File: config.mk
export PLATFORM = sky130hd
export DESIGN_NAME = song_sequencer_flat
export DESIGN_NICKNAME = d
export VERILOG_FILES = /design/src/rtl/song_sequencer_if.sv /design/src/rtl/song_sequencer.sv /design/src/flat_wrapper.sv
export SDC_FILE = /design/constraint.sdc
export NUM_CORES = 1
export LEC_CHECK = 0
export CAP_MARGIN = 0
export CORE_ASPECT_RATIO = 2
export CORE_MARGIN = 2
export CORE_UTILIZATION = 55
export DETAILED_ROUTE_END_ITERATION = 8
export PLACE_DENSITY = 0.82
export SYNTH_ARGS = -nofsm -noshare
export SYNTH_HDL_FRONTEND = slang
export SYNTH_SLANG_ARGS = --single-unit
File: constraint.sdc
create_clock -name clk -period 3.11 [get_ports clk]
set_input_delay 0.622 -clock clk [delete_from_list [all_inputs] [get_ports clk]]
set_output_delay 0.622 -clock clk [all_outputs]
set_load 0.05 [all_outputs]
File: src/rtl/song_sequencer_if.sv
// Purpose: control, score-ROM and beeper-side signals of the song sequencer.
// Latency: none, wires only.
// Backpressure: none; pause is a level hold, start/stop are single-cycle pulses.
interface song_sequencer_if #(
    parameter int ADDR_W = 8
);
    logic              start;
    logic              pause;
    logic              stop;
    logic [ADDR_W-1:0] rom_addr;
    logic [7:0]        rom_data;
    logic [7:0]        note_out;
    logic              playing;
    logic              done;

    // Sequencer side
    modport master (
        input  start, pause, stop, rom_data,
        output rom_addr, note_out, playing, done
    );

    // Controller / ROM / beeper side
    modport slave (
        output start, pause, stop, rom_data,
        input  rom_addr, note_out, playing, done
    );
endinterface

File: src/rtl/song_sequencer.sv
// Purpose: walks a {beats,tone} score ROM and drives the beeper note code, with a silent gap per note.
// Latency: start pulse to first sounding note_out is 3 cycles; entry to entry is beats*BEAT_CYCLES+2.
// Backpressure: pause level freezes PLAY/GAP timing and mutes output; stop aborts to IDLE.
module song_sequencer #(
    parameter int BEAT_CYCLES = 12500000,
    parameter int GAP_CYCLES  = 500000,
    parameter int ADDR_W      = 8,
    parameter bit LOOP        = 1'b0
) (
    input  logic            clk,
    input  logic            rst,
    song_sequencer_if.master sq
);

    typedef enum logic [2:0] {
        S_IDLE  = 3'd0,
        S_FETCH = 3'd1,
        S_LOAD  = 3'd2,
        S_PLAY  = 3'd3,
        S_GAP   = 3'd4
    } state_t;

    localparam int          CW        = $clog2(BEAT_CYCLES);
    localparam logic [CW-1:0] CYC_LAST  = CW'(BEAT_CYCLES - 1);
    localparam logic [CW-1:0] CYC_SOUND = CW'(BEAT_CYCLES - GAP_CYCLES - 1);

    state_t            state_q, state_d;
    logic [ADDR_W-1:0] rom_addr_q, rom_addr_d;
    logic [7:0]        note_q, note_d;
    logic              playing_q, playing_d;
    logic              done_q, done_d;
    logic [CW-1:0]     cyc_q, cyc_d;
    logic [3:0]        beat_q, beat_d;
    logic [3:0]        tone_q, tone_d;

    logic [3:0] rom_beats;
    logic [3:0] rom_tone;
    logic       last_addr;
    logic       beat_end;
    logic       sound_end;
    logic       advance;
    logic       end_song;
    state_t     end_state;
    state_t     adv_state;

    assign rom_beats = sq.rom_data[7:4];
    assign rom_tone  = sq.rom_data[3:0];
    assign last_addr = &rom_addr_q;
    assign beat_end  = (cyc_q == CYC_LAST);
    // Sounding portion of a note ends on its last beat, GAP_CYCLES before the beat boundary.
    assign sound_end = (beat_q == 4'd1) && (cyc_q == CYC_SOUND);
    // End of score either finishes or rewinds; the top address never wraps into a fresh read.
    assign end_state = LOOP ? S_FETCH : S_IDLE;
    assign adv_state = last_addr ? end_state : S_FETCH;

    // State register
    always_ff @(posedge clk) begin
        if (!rst) state_q <= S_IDLE;
        else      state_q <= state_d;
    end

    // Next-state decode; stop overrides everything, pause only matters in PLAY/GAP
    always_comb begin
        state_d = state_q;
        if (sq.stop) begin
            state_d = S_IDLE;
        end else begin
            case (state_q)
                S_IDLE:  if (sq.start) state_d = S_FETCH;
                S_FETCH: state_d = S_LOAD;
                S_LOAD:  state_d = (rom_beats == 4'd0) ? end_state : S_PLAY;
                S_PLAY:  if (!sq.pause && sound_end)
                             state_d = (GAP_CYCLES == 0) ? adv_state : S_GAP;
                S_GAP:   if (!sq.pause && beat_end) state_d = adv_state;
                default: state_d = S_IDLE;
            endcase
        end
    end

    // Output and datapath next values, all of which land in registers
    always_comb begin
        rom_addr_d = rom_addr_q;
        note_d     = note_q;
        playing_d  = playing_q;
        done_d     = 1'b0;
        cyc_d      = cyc_q;
        beat_d     = beat_q;
        tone_d     = tone_q;
        advance    = 1'b0;
        end_song   = 1'b0;
        if (sq.stop) begin
            rom_addr_d = '0;
            note_d     = 8'd0;
            playing_d  = 1'b0;
            cyc_d      = '0;
            beat_d     = 4'd0;
        end else begin
            case (state_q)
                S_IDLE: begin
                    note_d = 8'd0;
                    if (sq.start) begin
                        rom_addr_d = '0;
                        playing_d  = 1'b1;
                    end
                end
                S_LOAD: begin
                    if (rom_beats == 4'd0) begin
                        end_song = 1'b1;
                    end else begin
                        tone_d = rom_tone;
                        note_d = {4'b0000, rom_tone};
                        beat_d = rom_beats;
                        cyc_d  = '0;
                    end
                end
                S_PLAY: begin
                    if (sq.pause) begin
                        note_d = 8'd0;
                    end else if (sound_end) begin
                        if (GAP_CYCLES == 0) begin
                            advance = 1'b1;
                        end else begin
                            note_d = 8'd0;
                            cyc_d  = cyc_q + CW'(1);
                        end
                    end else if (beat_end) begin
                        note_d = {4'b0000, tone_q};
                        cyc_d  = '0;
                        beat_d = beat_q - 4'd1;
                    end else begin
                        note_d = {4'b0000, tone_q};
                        cyc_d  = cyc_q + CW'(1);
                    end
                end
                S_GAP: begin
                    if (!sq.pause) begin
                        if (beat_end) advance = 1'b1;
                        else          cyc_d   = cyc_q + CW'(1);
                    end
                end
                default: ;
            endcase

            if (advance) begin
                note_d = 8'd0;
                cyc_d  = '0;
                if (last_addr) end_song   = 1'b1;
                else           rom_addr_d = rom_addr_q + ADDR_W'(1);
            end

            if (end_song) begin
                rom_addr_d = '0;
                note_d     = 8'd0;
                if (!LOOP) begin
                    done_d    = 1'b1;
                    playing_d = 1'b0;
                end
            end
        end
    end

    // Datapath and output registers
    always_ff @(posedge clk) begin
        if (!rst) begin
            rom_addr_q <= '0;
            note_q     <= 8'd0;
            playing_q  <= 1'b0;
            done_q     <= 1'b0;
            cyc_q      <= '0;
            beat_q     <= 4'd0;
            tone_q     <= 4'd0;
        end else begin
            rom_addr_q <= rom_addr_d;
            note_q     <= note_d;
            playing_q  <= playing_d;
            done_q     <= done_d;
            cyc_q      <= cyc_d;
            beat_q     <= beat_d;
            tone_q     <= tone_d;
        end
    end

    assign sq.rom_addr = rom_addr_q;
    assign sq.note_out = note_q;
    assign sq.playing  = playing_q;
    assign sq.done     = done_q;

endmodule

File: src/flat_wrapper.sv
// flat-port wrapper written by rule: the top's interface ports become plain ports
module song_sequencer_flat 
#(
    parameter int BEAT_CYCLES = 12500000,
    parameter int GAP_CYCLES  = 500000,
    parameter int ADDR_W      = 8,
    parameter bit LOOP        = 1'b0
)
  (clk, rst, sq_start, sq_pause, sq_stop, sq_rom_data, sq_rom_addr, sq_note_out, sq_playing, sq_done);
  song_sequencer_if #(.ADDR_W(ADDR_W)) sq_i ();
  input  logic clk;
  input  logic rst;
  input wire logic [$bits(sq_i.start)-1:0] sq_start;
  input wire logic [$bits(sq_i.pause)-1:0] sq_pause;
  input wire logic [$bits(sq_i.stop)-1:0] sq_stop;
  input wire logic [$bits(sq_i.rom_data)-1:0] sq_rom_data;
  output wire logic [$bits(sq_i.rom_addr)-1:0] sq_rom_addr;
  output wire logic [$bits(sq_i.note_out)-1:0] sq_note_out;
  output wire logic [$bits(sq_i.playing)-1:0] sq_playing;
  output wire logic [$bits(sq_i.done)-1:0] sq_done;
  assign sq_i.start = sq_start;
  assign sq_i.pause = sq_pause;
  assign sq_i.stop = sq_stop;
  assign sq_i.rom_data = sq_rom_data;
  assign sq_rom_addr = sq_i.rom_addr;
  assign sq_note_out = sq_i.note_out;
  assign sq_playing = sq_i.playing;
  assign sq_done = sq_i.done;
  song_sequencer #(.BEAT_CYCLES(BEAT_CYCLES), .GAP_CYCLES(GAP_CYCLES), .ADDR_W(ADDR_W), .LOOP(LOOP)) u_core (.clk(clk), .rst(rst), .sq(sq_i));
endmodule
==> qor.txt, run 1 <==
Max Freq: 379 MHz
Vias per Instance: 6.48
ratio of total power to cell area: 338 nW/um^2
DR WL/cell: 16.1 um
clk_lat worst skew: 300 ps
CTS buffer count: 5
final non-filler cell area: 3240 sq um
EDFF count, synth: 0
Tot Pwr: 1.09 mW
Synth area leader: dfxtp_1
Max H-tree Level: 2
# diodes: 0
DP Cell Count: 426
Finished Core Util: 64.2%
Post-synth top cells: dfxtp_1 (49), nand2_1 (40), a21oi_1 (24)
Cell Count, Final, Fillers Out: 433
Synth top area share: 34.6%
Reg clk slew, reported paths: 90 ps
max_cap viols: 0
count leader, synth: dfxtp_1
clk sink count: 49
Placed Instance Area: 3150 sq um
unrepaired setup endpoints after global routing: no
gpl congestion: 0.914
ys async rst share: 0%
worst rel slew slack: 34.4%
multi-input logic area: 1750 sq um
Avg Inst Size Synth: 8.15 sq um
Core Area: 5050 sq um
Detail Placement HPWL: 5240 um
Die Ht: 106 um
Synth Cell Area: 2840 sq um
synth unique cells: 72
WL met2: 3600 um
peak supply drop: 272 uV
WL met3: 285 um
die area: 5780 sq um
Row Count: 37
Post-CTS Setup Repair Bufs: 0
outcome: finished clean
largest net degree at the start of global routing: 17
Static Leak: 0.988 nW
post-cts resize count: 0
Clock Skew: 5.86 ps
clock buffer depth: 2
TNS Setup: 0 ps
dpl ws: 192 ps
final worst slack: 470 ps
Top Metal Used: met4
DRC viols: 0
global-route usage over all layers: 26.2%
initial antenna violation count: 0
total congestion overflow: 0
CTS tree: yes
warnings from Yosys: 0
final net count: 392
crit path kind: in -> reg
cell count after synthesis: 348
Post-CTS Hold Buffers: 0
Synth area leaders: dfxtp_1 (35%), nand2_1 (5.3%), a21oi_1 (4.2%), o21ai_0 (3.9%), nand3_1 (3.7%)
die width: 54.8 um
final setup fails: 0
met1 wire length: 2840 um
detailed-route via count: 2806
Post-Route WL: 6950 um
first drt pass iteration count: 4
post-route clock period utilization: 84.9%
pins over their slew limit: 0
clk root buf: clkbuf_8
Main synth FF type: dfxtp_1
worst path required time: 3340 ps
first-pass GRT wire length: 11700 um
share of layout cells above drive strength 1: 9.07%
number of global-route vias before repair: 2730
1st-iter DRT viols: 109
type of the most critical hold path: reg -> reg
# IOs: 31
Worst Hold Slack: 449 ps
Worst Path Max Fanout: 16
Register Area: 981 sq um
Hold Vio Cnt, Final: 0
Synth-to-Final Area Change: 14.2%
Antenna Nets Post-Route: 0
Worst Tran Pin Value: 982 ps
Synth Register Bits: 49
Fill cells: 437
sequential share of the synthesized area: 34.6%
number of port buffers: 26
Initial Util: 56.2%
min Tclk post-route: 2640 ps
crit path DAT: 2870 ps
Worst setup EP type: flip-flop
CP startpoint kind: primary input
## worst max-delay path: stages
cell and delay (ps):
clkdlybuf4s50_1 440, or4_1 550, a211oi_1 380, o21bai_1 510
o21ai_0 190, a21oi_1 180
## report_power, final
part | internal (mW) | switching (mW)
Sequential | 0.630 | 0.00494
Combinational | 0.0304 | 0.0509
Clock | 0.177 | 0.201
Total | 0.837 | 0.257
## state kept, by name, summed over array words and instances, names as in the netlist
signal              cells
u_core.sq.done          1
u_core.sq.playing       1
u_core.state_q          3
u_core.cyc_q           24
u_core.sq.rom_addr      8
u_core.sq.note_out      4
u_core.tone_q           4
u_core.beat_q           4
## worst paths after layout
| path | startpoint | endpoint | slack (ps) | cells after the start |
|---|---|---|---|---|
| worst max-delay path | sq_rom_data[6] | u_core.cyc_q[6] | 470 | 6 |
| worst min-delay path | u_core.sq.playing | u_core.sq.playing | 450 | 2 |
| worst max register to register | u_core.cyc_q[6] | u_core.cyc_q[6] | 610 | 5 |
| worst min register to register | u_core.sq.playing | u_core.sq.playing | 450 | 2 |
## logic make-up (layout without fill, tap and decap cells)
kind of cell / after synthesis / after routing / synth area share, %
buf+inv: 24 / 48 / 4.06
other cells: 1 / 4 / 0.132
xor+xnor: 8 / 8 / 2.47
flops: 49 / 49 / 34.6
mux: 2 / 2 / 0.705
simple gates: 165 / 165 / 34.1
compound gates: 95 / 95 / 22.2
fa+ha+maj: 4 / 4 / 1.76
## per-layer routing
layer  up-vias  global-route usage (%)
li1       1366                       -
met5         -                       0
met1      1331                    30.6
met4         0                    13.8
met2        86                    43.5
met3        23                    3.82
## area by class of cell
cell class              count  area share [%]
clock buffers               7            2.67
inverters                   7           0.811
multi-input cells         278            54.1
flip-flops and latches     49            30.3
well taps                  58            2.24
repair buffers             34            9.89
## layout by cell type (no fill, tap or decap), types with 3 or more instances in the layout
master and n:
and2_1 3, o21ai_0 22, buf_4 8, nor3_1 10, clkbuf_8 6, ha_1 4, nand3_1 21, inv_1 7
nand2_1 40, nand4_1 9, and4_1 4, a311oi_1 3, a211oi_1 7, nor4_1 7, a31oi_1 6, xnor2_1 8
a21oi_1 24, dfxtp_1 49, clkdlybuf4s50_1 26, nand2b_1 5, a21boi_0 4, conb_1 4, and3_1 3, or4_1 6
nor2_1 21, o31ai_1 5, or3_1 6, nor2b_1 3
Power figures use the tool's default switching activity.
==> inputs of run 2 (changes only) <==
==> constraint.sdc (replaced) <==
create_clock -name clk -period 2.7 [get_ports clk]
set_input_delay 0.54 -clock clk [delete_from_list [all_inputs] [get_ports clk]]
set_output_delay 0.54 -clock clk [all_outputs]
set_load 0.05 [all_outputs]
==> run 2 against run 1 <==
- via count down 0.46%
- hold slack better by 7.2 ps
- utilization rose by 0.69 points
- total power increased by 16%
- worst setup slack worse by 130 ps
- combinational power increased by 19%
- count of clock-buffer cells in the layout is the same
- critical endpoint is now u_core.state_q[0]
- largest power group unchanged
- critical path depth did not move
==> qor.txt, run 2 (same netlist as run 1, synthesis figures left out) <==
Reg clk slew, reported paths: 80 ps
max_cap viols: 0
final setup fails: 0
Worst R2R End: u_core.state_q[0]
Worst setup EP type: flip-flop
dpl ws: 49.3 ps
crit path kind: reg -> reg
# diodes: 0
post-cts resize count: 0
crit path DAT: 2560 ps
Static Leak: 1.01 nW
worst rel slew slack: 66.4%
Post-CTS Hold Buffers: 0
clock buffer depth: 2
max reg flops: 24
Synth-to-Final Area Change: 15.4%
multi-input logic area: 1750 sq um
Pint: 0.967 mW
hold path depth: 2
ratio of total power to cell area: 387 nW/um^2
Worst Tran Pin Value: 503 ps
peak supply drop: 376 uV
gpl congestion: 0.912
hold endpoint: u_core.sq.playing
worst path required time: 2900 ps
Flop pwr share: 57.7%
number of global-route vias before repair: 2541
flop-to-flop setup slack: 340 ps
clk_lat worst skew: 310 ps
first drt pass iteration count: 4
number of port buffers: 26
Hold Vio Cnt, Final: 0
clk root buf: clkbuf_8
commonest non-fill, non-tap cell in the layout: dfxtp_1
share of layout cells above drive strength 1: 9.79%
Post-CTS Setup Repair Bufs: 0
Fill cells: 422
min Tclk post-route: 2360 ps
Sw Share: 23.7%
hold_sp: u_core.sq.playing
detailed-route via count: 2793
most frequent cells in the layout: dfxtp_1 (49), nand2_1 (40), clkdlybuf4s50_1 (26)
logic gate share of total power: 7.6%
clk sink count: 49
Initial Util: 56.2%
final net count: 395
Top reg by flops: u_core.cyc_q
reg-to-reg startpoint: u_core.beat_q[0]
Clock Skew: 5.87 ps
first-pass GRT wire length: 11100 um
die width: 54.8 um
Antenna Nets Post-Route: 0
type of the most critical hold path: reg -> reg
CP startpoint kind: flip-flop
Vias per Instance: 6.41
post-route clock period utilization: 87.2%
Die Ht: 106 um
# IOs: 31
DR WL/cell: 15.9 um
largest net degree at the start of global routing: 17
CTS buffer count: 5
global-route usage over all layers: 25.1%
Detail Placement HPWL: 5150 um
die area: 5780 sq um
pins over their slew limit: 0
Row Count: 37
r2r worst-path depth: 6
TNS Setup: 0 ps
Max H-tree Level: 2
1st-iter DRT viols: 156
Core Area: 5050 sq um
Max Freq: 425 MHz
initial antenna violation count: 0
Post-Route WL: 6920 um
final worst slack: 344 ps
clock power share: 34.7%
Register Area: 981 sq um
Psw: 0.301 mW
unrepaired setup endpoints after global routing: no
total congestion overflow: 0
DRC viols: 0
outcome: finished clean
Worst Path Max Fanout: 5
CTS tree: yes
==> run 2: cell types whose count changed in the layout (fill, tap and decap cells not counted) <==
cell    delta
buf_12     +1
buf_4      +2
==> run 2: metal layers <==
metal  wire (um)  vias up  track usage, %  part of all wire [%]
met2        3580       83            41.1                    52
li1            -     1382               -                     -
met4         162        0            11.4                   2.3
met3         294       13            3.54                   4.3
met5           0        -               0                     0
met1        2880     1315            31.0                    42
==> run 2: worst max path at each step <==
stage | startpoint | to | cells past startpoint
floorplan | u_core.beat_q[0] | u_core.state_q[0] | 6
global placement | sq_rom_data[6] | u_core.cyc_q[11] | 6
detailed placement | sq_rom_data[6] | u_core.cyc_q[11] | 6
CTS | sq_rom_data[6] | u_core.cyc_q[11] | 6
global route | sq_rom_data[5] | u_core.cyc_q[11] | 6
finish | u_core.beat_q[0] | u_core.state_q[0] | 6
==> run 2: per-stage QoR <==
stage | utilization (%) | instance area [sq um] | total power, mW | instances | hold slack (ps)
2_1_floorplan | - | 2850 | 0.807 | 351 | 450
3_3_place_gp | 63.2 | 3190 | 0.842 | 429 | 435
3_5_place_dp | 63.2 | 3190 | 0.844 | 429 | 451
4_1_cts | 64.9 | 3270 | 1.27 | 436 | 463
5_1_grt | 64.9 | 3270 | 1.30 | 436 | 490
6_report | 64.9 | 3270 | 1.27 | 436 | 456
==> run 2: power by group through the flow <==
stage	Sequential [mW]	Clock (mW)	Combinational, mW
after detailed placement	0.749	0	0.0956
after global routing	0.732	0.469	0.103
after CTS	0.732	0.446	0.0961
final	0.732	0.440	0.0969
after global placement	0.748	0	0.0938
after floorplan	0.749	0	0.0580
==> run 2: worst max-delay path, cell delays in order, from the launching register on <==
cell,delay [ps]
dfxtp_1,420
ha_1,170
or4b_1,460
or4_4,570
nor4_4,200
o21ai_2,90
o311a_1,340
==> run 2: final cells by class <==
cell class                      count  area share (%)
Inverter                            7           0.802
Timing Repair Buffer               37            10.9
Sequential cell                    49            30.0
Tap cell                           58            2.22
Clock buffer                        7            2.64
Multi-Input combinational cell    278            53.5
